## config.mk

```make
export PLATFORM = sky130hd
export DESIGN_NAME = scan_ctrl_8
export DESIGN_NICKNAME = d
export VERILOG_FILES = /design/src/rtl/scan_ctrl_8_pkg.sv /design/src/rtl/scan_ctrl_8_prescaler.sv /design/src/rtl/scan_ctrl_8.sv
export SDC_FILE = /design/constraint.sdc
export NUM_CORES = 1
export LEC_CHECK = 0
export ABC_CLOCK_PERIOD_IN_PS = 3250
export CAP_MARGIN = 20
export CELL_PAD_IN_SITES_DETAIL_PLACEMENT = 1
export CELL_PAD_IN_SITES_GLOBAL_PLACEMENT = 2
export CORE_MARGIN = 2
export CORE_UTILIZATION = 30
export CTS_CLUSTER_DIAMETER = 100
export CTS_CLUSTER_SIZE = 28
export DETAILED_ROUTE_END_ITERATION = 10
export PLACE_DENSITY_LB_ADDON = 0.1
export SYNTH_ARGS = -nofsm -noshare
export SYNTH_HDL_FRONTEND = slang
export SYNTH_SLANG_ARGS = --single-unit
```

## constraint.sdc

```tcl
create_clock -name clk -period 3.25 [get_ports clk]
set_input_delay 0.65 -clock clk [delete_from_list [all_inputs] [get_ports clk]]
set_output_delay 0.65 -clock clk [all_outputs]
set_load 0.005 [all_outputs]
```

## src/rtl/scan_ctrl_8_pkg.sv

```systemverilog
// rtl/scan_ctrl_8_pkg.sv - shared display scan types and constants
package scan_ctrl_8_pkg;

    typedef enum logic [1:0] {
        ST_IDLE,
        ST_SHOW,
        ST_DEAD
    } scan_state_e;

    localparam logic [7:0] DIG_OFF    = 8'hFF;
    localparam int         MAX_DIGITS = 8;

    function automatic int max3(input int a, input int b, input int c);
        int m;
        m = (a > b) ? a : b;
        return (m > c) ? m : c;
    endfunction

endpackage

```

## src/rtl/scan_ctrl_8_prescaler.sv

```systemverilog
// rtl/scan_ctrl_8_prescaler.sv - interval counter with terminal-count pulse
module scan_prescaler #(
    parameter int WIDTH = 2
) (
    input  logic             clk,
    input  logic             rst_n,
    input  logic             clr,
    input  logic [WIDTH-1:0] last,
    output logic             tc
);

    logic [WIDTH-1:0] count;

    assign tc = (count == last);

    // Wraps on its own at terminal count, so back-to-back intervals need no clear.
    always_ff @(posedge clk or negedge rst_n) begin
        if (!rst_n) begin
            count <= '0;
        end else if (clr || tc) begin
            count <= '0;
        end else begin
            count <= count + 1'b1;
        end
    end

endmodule

```

## src/rtl/scan_ctrl_8.sv

```systemverilog
// rtl/scan_ctrl_8.sv - 8-digit seven-segment scan controller with dead-time blanking
module scan_ctrl_8
    import scan_ctrl_8_pkg::*;
#(
    parameter int DIV_CNT  = 50000,
    parameter int DEAD_CNT = 500,
    parameter int DIGITS   = 8
) (
    input  logic       clk,
    input  logic       rst_n,
    input  logic       en,
    input  logic [7:0] digit_mask,
    output logic [2:0] SEL,
    output logic [7:0] DIG,
    output logic       blank,
    output logic       frame_done
);

    localparam int              CNT_W     = $clog2(max3(DIV_CNT, DEAD_CNT, 2));
    localparam logic [CNT_W-1:0] SHOW_LAST = CNT_W'(DIV_CNT - 1);
    localparam logic [CNT_W-1:0] DEAD_LAST = CNT_W'((DEAD_CNT > 0) ? DEAD_CNT - 1 : 0);
    localparam logic [2:0]       LAST_SEL  = 3'(DIGITS - 1);
    localparam bit               HAS_DEAD  = (DEAD_CNT > 0);

    generate
        if (DIV_CNT < 1 || DEAD_CNT < 0 || DIGITS < 1 || DIGITS > MAX_DIGITS) begin : g_bad_params
            $error("scan_ctrl_8: illegal DIV_CNT/DEAD_CNT/DIGITS");
        end
    endgenerate

    scan_state_e      state_q, state_d;
    logic [2:0]       sel_d;
    logic [7:0]       dig_d;
    logic             blank_d, frame_d, advance, lit, clr, tc;
    logic [CNT_W-1:0] last;

    assign clr  = (state_q == ST_IDLE) || (state_d == ST_IDLE);
    assign last = (state_q == ST_DEAD) ? DEAD_LAST : SHOW_LAST;

    scan_prescaler #(.WIDTH(CNT_W)) u_prescaler (
        .clk   (clk),
        .rst_n (rst_n),
        .clr   (clr),
        .last  (last),
        .tc    (tc)
    );

    // Outputs are decoded from the next state so they land in registers together with it.
    always_comb begin
        state_d = state_q;
        sel_d   = SEL;
        advance = 1'b0;
        if (!en) begin
            state_d = ST_IDLE;
            sel_d   = '0;
        end else begin
            case (state_q)
                ST_IDLE: begin
                    state_d = ST_SHOW;
                    sel_d   = '0;
                end
                ST_SHOW: begin
                    if (tc) begin
                        if (HAS_DEAD) begin
                            state_d = ST_DEAD;
                        end else begin
                            advance = 1'b1;
                        end
                    end
                end
                ST_DEAD: begin
                    if (tc) begin
                        state_d = ST_SHOW;
                        advance = 1'b1;
                    end
                end
                default: begin
                    state_d = ST_IDLE;
                    sel_d   = '0;
                end
            endcase
        end
        if (advance) begin
            sel_d = (SEL == LAST_SEL) ? 3'd0 : SEL + 3'd1;
        end
        lit   = (state_d == ST_SHOW) && digit_mask[sel_d];
        dig_d = DIG_OFF;
        if (lit) begin
            dig_d[sel_d] = 1'b0;
        end
        blank_d = !lit;
        frame_d = advance && (sel_d == 3'd0);
    end

    always_ff @(posedge clk or negedge rst_n) begin
        if (!rst_n) begin
            state_q    <= ST_IDLE;
            SEL        <= '0;
            DIG        <= DIG_OFF;
            blank      <= 1'b1;
            frame_done <= 1'b0;
        end else begin
            state_q    <= state_d;
            SEL        <= sel_d;
            DIG        <= dig_d;
            blank      <= blank_d;
            frame_done <= frame_d;
        end
    end

endmodule
```

### Yosys cells after proc, flatten, opt, wreduce, memory -nomap -nowiden

Cells that the tools add are included.

| word-level totals | value |
|---|---|
| ROM bits | 0 |
| output and inout port bits | 13 |
| logic and storage cells | 44 |
| register bits | 31 |
| bits in latches | 0 |
| memories kept | 0 |
| bits of input ports | 11 |
| bits in writable memories | 0 |

| operators by class | value |
|---|---|
| multipliers | 0 |
| bitwise operators | 1 |
| reduce and logical (&&, ||, !) cells | 10 |
| div/mod/pow operators | 0 |
| equal/unequal tests | 5 |
| muxes and demuxes | 18 |
| magnitude comparators | 2 |
| add/subtract/negate cells | 2 |
| shifts and indexed selects | 0 |

Operator list:

| kind | number |
|---|---|
| 2-to-1 mux 16 bit | 2 |
| adder 16 x 1 -> 16 bit, second input constant | 1 |
| equality test 16 bit | 1 |
| 2-to-1 mux 3 bit | 4 |
| 2-to-1 mux 8 bit | 1 |
| inverter 8 bit | 1 |
| 2-to-1 mux 2 bit | 3 |
| one-hot mux 2 bit (3 select lines) | 1 |
| 2-to-1 mux 1 bit | 5 |
| equality test 2 x 1 -> 1 bit, second input constant | 2 |
| zero test 2 bit | 2 |
| less-than comparator 3 x 4 -> 1 bit, second input constant | 1 |
| adder 3 x 1 -> 3 bit, second input constant | 1 |
| binary-select mux 1 bit (select 3 bit) | 1 |
| demux 1 bit (select 3 bit) | 1 |
| equality test 3 bit, second input constant | 1 |
| greater-or-equal comparator 3 x 1 -> 1 bit, second input constant | 1 |
| logical AND 1 bit | 3 |
| zero test 3 bit | 1 |
| equality test 2 bit, second input constant | 1 |
| logical OR 1 bit | 2 |
| OR reduction 2 bit | 1 |
| zero test 1 bit | 1 |

### Logic depth before layout (Yosys ltp)

| depth | value |
|---|---|
| depth after elaboration | 13 |
| mapped depth | 11 |

### Cells and area by module

A second synthesis with hierarchy kept.

| second synthesis, totals | value |
|---|---|
| cell total of the unflattened synthesis | 191 |
| area, all modules | 1885.6 µm² |

By module, submodules not included:

| module | seq. area each (µm²) | cells each | instances | area an instance (µm²) |
|---|---|---|---|---|
| scan_prescaler | 400.4 | 100 | 1 | 982.2 |
| scan_ctrl_8 | 386.6 | 91 | 1 | 903.4 |

### Worst setup path after synthesis

Ideal clock, no wire load.

| timing | value |
|---|---|
| path type | reg2reg |
| from | register state_q[0] |
| to | register DIG[2] |
| required time | 3.153 ns |
| cell stages (with the launch flop) | 11 |
| period minus slack after synthesis | 2.831 ns |
| slack | 0.419 ns |
| arrival | 2.735 ns |
| setup time | 0.097 ns |
| path buffers | 0 |
| cell sequence | dfrtp_1 inv_1 ha_1 inv_2 or4_4 a2111oi_4 mux2_4 inv_2 nand2_1 a311oi_4 nand4_1 |

| between the ends | value |
|---|---|
| cells in the longest elaborated chain, start to end | 13 |

RTL lines:

| what | line | text |
|---|---|---|
| start: declaration | scan_ctrl_8.sv:31 | `scan_state_e state_q, state_d;` |
| start signal: assignment | scan_ctrl_8.sv:103 | `state_q <= state_d;` |
| equality test 2 bit | scan_ctrl_8.sv:38, scan_ctrl_8.sv:57 |  |
| 2-to-1 mux 16 bit | scan_ctrl_8.sv:38 | `assign last = (state_q == ST_DEAD) ? DEAD_LAST : SHOW_LAST;` |
| equality test 16 bit | scan_ctrl_8_prescaler.sv:14 | `assign tc = (count == last);` |
| 2-to-1 mux 1 bit | scan_ctrl_8.sv:72 | `if (tc) begin` |
| 2-to-1 mux 1 bit | - |  |
| 2-to-1 mux 1 bit | scan_ctrl_8.sv:53 | `if (!en) begin` |
| 2-to-1 mux 3 bit (*) | scan_ctrl_8.sv:83 | `if (advance) begin` |
| net sel_d[0] | scan_ctrl_8.sv:32 | `logic [2:0] sel_d;` |
| less-than comparator 3 x 4 -> 1 bit (not written as such) / greater-or-equal comparator 3 x 1 -> 1 bit (equally long branches) | scan_ctrl_8.sv:89 | `dig_d[sel_d] = 1'b0;` |
| logical AND 1 bit (not written as such) | scan_ctrl_8.sv:89 |  |
| 2-to-1 mux 1 bit (not written as such) | scan_ctrl_8.sv:89 |  |
| demux 1 bit (select 3 bit) | scan_ctrl_8.sv:89 |  |
| inverter 8 bit (no source line) | - |  |
| 2-to-1 mux 8 bit (*) | scan_ctrl_8.sv:88 | `if (lit) begin` |
| net dig_d[2] | scan_ctrl_8.sv:33 | `logic [7:0] dig_d;` |
| end signal: assignment | scan_ctrl_8.sv:105 | `DIG <= dig_d;` |
| end: declaration | scan_ctrl_8.sv:14 | `output logic [7:0] DIG,` |

Mark *: on every way through the listed nets, which the timed path passes. The rest lies on a longest branch. The select of a mux whose other input is x is not followed.

### Worst setup path after layout

| timing | value |
|---|---|
| from | register state_q[0] |
| to | register DIG[1] |

| between the ends | value |
|---|---|
| cells in the longest elaborated chain, start to end | 13 |

RTL lines:

| what | line |
|---|---|
| equality test 2 bit | scan_ctrl_8.sv:38, scan_ctrl_8.sv:57 |
| 2-to-1 mux 16 bit | scan_ctrl_8.sv:38 |
| equality test 16 bit | scan_ctrl_8_prescaler.sv:14 |
| 2-to-1 mux 1 bit | scan_ctrl_8.sv:72 |
| 2-to-1 mux 1 bit | - |
| 2-to-1 mux 1 bit | scan_ctrl_8.sv:53 |
| 2-to-1 mux 3 bit | scan_ctrl_8.sv:83 |
| less-than comparator 3 x 4 -> 1 bit (not written as such) / greater-or-equal comparator 3 x 1 -> 1 bit (equally long branches) | scan_ctrl_8.sv:89 |
| logical AND 1 bit (not written as such) | scan_ctrl_8.sv:89 |
| 2-to-1 mux 1 bit (not written as such) | scan_ctrl_8.sv:89 |
| demux 1 bit (select 3 bit) | scan_ctrl_8.sv:89 |
| inverter 8 bit (no source line) | - |
| 2-to-1 mux 8 bit (*) | scan_ctrl_8.sv:88 |
| net dig_d[1] | scan_ctrl_8.sv:33 |

Marked as above.

==> flow_summary_export.csv <==
group,metric,value,unit
status,outcome,"complete, no violations",
place,numPortBuffers,23,
layout,fill_cells,618,
layout,fin_nets,211,
grt,grt_max_degree,32,
synthesis,synth_nets,176,
detailed_routing,drt-total-wl,3.95,mm
sta,grt_setup_unrepaired,"no",
layout,final-seq-area,787,um^2
setup_path,worstSetupEndpointType,"register",
setup_path,cpPeakStageDelay,0.58,ns
hold_path,hp-class,"register to register",
floorplanning,initial_core_util,0.308,
setup_path,worst-path-buf-inv,3,
setup_path,arrival,3.19,ns
sta,finalCritPeriodShare,0.923,
floorplanning,die_h,78.7,um
sta,finalMaxSlewViolations,0,
synthesis,synth_edf_count,0,
grt,grt_pass1_vias,1446,
cts,clock_latency,0.28,ns
detailed_routing,drtAntennaViolNets,0,
synthesis,synth_common_cells,"nor2_1, dfrtp_1, nand2_1",
cts,cts_resized,0,
detailed_routing,dr.pass1.iters,4,
setup_path,slowest_stage,"or4_4",
cts,cts_sinks,31,
detailed_routing,route.detailed.drc,0,
synthesis,synth.distinct_cells,37,
setup_path,reg2reg_slack,0.25,ns
layout,antenna_cells,0,
synthesis,yosys_most_used_dff,"dfrtp_1",
place,dpl.hpwl,2.94,mm
synthesis,yosys_warnings,0,
setup_path,ff2ff_path_depth,10,
setup_path,regToRegEndpoint,"DIG[1]",
pwr,finalPower,0.779,mW
cts,clk_path_buf_depth,2,
sta,skew,0.00837,ns
sta,fin_setup_tns,0,ns
pwr,p_leak,0.842,nW
setup_path,cp_top_family,"compound AO/OA/AOI/OAI gates",
sta,finalSetupViolCount,0,
floorplanning,die_area,6190,um^2
sta,final-hold-violation-count,0,
synthesis,synth_top_area_frac,0.329,
grt,grt-ovfl-total,0,
detailed_routing,num_vias,1275,
synthesis,netlist.top_cell.by_area,"dfrtp_1",
detailed_routing,vias_per_cell,4.79,
setup_path,critical_path_required,3.44,ns
pwr,powerDensity,364,nW/um^2
sta,relSlewSlack,0.650,
synthesis,synth-seq-cells,31,
setup_path,r2r-start,"state_q[0]",
hold_path,holdPathEnd,"u_prescaler.count[0]",
sta,fin_worst_hold_slack,0.507,ns
synthesis,yosysMostFrequentCell,"nor2_1",
cts,cts_buffers,5,
synthesis,synth_area_leaders,"dfrtp_1, dfstp_2, nor2_1",
grt,grt_pass1_wl,6.83,mm
cts,htree_levels,2,
cts,clockRootBuffer,"clkbuf_8",
pwr,ir_worst_vdd,0.150,mV
sta,worstMarginPinSlew,0.521,ns
synthesis,synthesis.instances,158,
floorplanning,pin_count,24,
synthesis,synth_area,1670,um^2
synthesis,ys_async_sr_fraction,1.00,
layout,multiInputGateArea,855,um^2
synthesis,syn_avg_cell_area,10.6,um^2
flow_run,maxCapViolCount,0,
detailed_routing,post_drt_wl_per_cell,14.9,um
cts,clk_pin_slew,0.07,ns
sta,finalCriticalPeriod,3.00,ns
setup_path,crit_type,"register to register",
cts,cts_tree,"built",
detailed_routing,drt_first_iter_violations,33,
floorplanning,floorplan.rows,27,
setup_path,worst-path-max-fanout,9,
setup_path,critical_path_depth,10,
hold_path,min_from,"u_prescaler.count[0]",
layout,area_growth_syn_to_layout,27.7,%
setup_path,setup.worst_path.start,"state_q[0]",
hold_path,holdPathStages,1,
setup_path,critPathLaunchType,"register",
grt,grtUsageTotal,0.144,
layout,drive_above_1_share,0.211,
sta,fmax,333,MHz
setup_path,crit_chain,"inv_1 > ha_1 > inv_2 > or4_4 > a211oi_4 > nand3_2 > a31o_1 > a311oi_4 > buf_4 > nand4_1",
place,gp_congestion,0.815,
floorplanning,core,5440,um^2
grt,antenna_found_initial,0,
synthesis,ys_seq_area_frac,0.470,
floorplanning,fp.dieW,78.7,um
-- flip-flops by register name, summed over array words and instances, names as in the netlist --
| name | flops |
|---|---|
| DIG | 8 |
| SEL | 3 |
| blank | 1 |
| frame_done | 1 |
| state_q | 2 |
| u_prescaler.count | 16 |
-- logic make-up after synthesis --
family	Yosys count	synth area share
DFF	31	0.470
muxes	4	0.0292
and+or+nand+nor	82	0.260
adders and majority gates	7	0.0524
xor gates and xnor gates	14	0.0733
buffers and inverters	8	0.0187
AOI/OAI and AO/OA	12	0.0965
-- timing repair --
| item | CTS | global route |
|---|---|---|
| buffers inserted | 0 | 1 |
| hold endpoints to repair | 0 | 0 |
| endpoints found under the setup margin | 0 | 1 |
| hold buffers | 0 | 0 |
-- how the worst max path moves through the flow --
stage | slack, ns | to
5_1_grt | 0.1 | DIG[0]
6_report | 0.25 | DIG[1]
3_3_place_gp | 0.28 | DIG[7]
2_1_floorplan | 0.42 | DIG[2]
4_1_cts | 0.17 | DIG[1]
3_5_place_dp | 0.19 | DIG[1]
-- placed cells by master (no fill, tap or decap), drive strengths merged, types with 3 or more instances in the layout --
| cell | Yosys | routed |
|---|---|---|
| and4bb | 3 | 3 |
| o21ai | 3 | 3 |
| mux2i | 3 | 3 |
| buf | 1 | 6 |
| ha | 7 | 7 |
| nand2 | 22 | 22 |
| nand3 | 12 | 12 |
| inv | 7 | 7 |
| dfrtp | 22 | 22 |
| nor2 | 24 | 24 |
| nand4 | 9 | 9 |
| clkdlybuf4s50 | 0 | 23 |
| xor2 | 10 | 10 |
| dfstp | 9 | 9 |
| clkbuf | 0 | 7 |
| xnor2 | 4 | 4 |
| and3 | 3 | 3 |
-- cell type report --
class,count,area share
multi-input cells,119,0.400
well taps,72,0.0422
flip-flops and latches,31,0.368
repair buffers,29,0.129
clock inverters,1,0.00351
clock buffers,7,0.0451
inverters,7,0.0123
-- through the flow --
stage               cell area, um^2  cells   util  setup WS [ns]
CTS                            2130    265  0.392          0.167
global placement               2030    257  0.372          0.282
finish                         2140    266  0.393          0.249
global route                   2140    266  0.393         0.0977
detailed placement             2030    257  0.372          0.186
floorplan                      1670    158      -          0.419
-- layer usage --
metal,share of wire,track usage
met1,0.44,0.169
met2,0.51,0.251
met3,0.030,0.0368
met4,0.018,0.0579
met5,0,0
-- worst register-to-register path, cell delays in order, from the launching register on --
cell and delay [ns]:
dfrtp_1 0.42, inv_1 0.09, ha_1 0.30, inv_2 0.10, or4_4 0.58, a211oi_4 0.37, nand3_2 0.15, a31o_1 0.30
a311oi_4 0.29, buf_4 0.20, nand4_1 0.12
-- report_power, final --
part | internal [mW] | switching [mW] | leakage (nW)
clock | 0.193 | 0.149 | 0.0505
combinational | 0.0214 | 0.0231 | 0.393
sequential | 0.390 | 0.00215 | 0.399
total | 0.604 | 0.175 | 0.842
(Power assumes the default switching activity.)
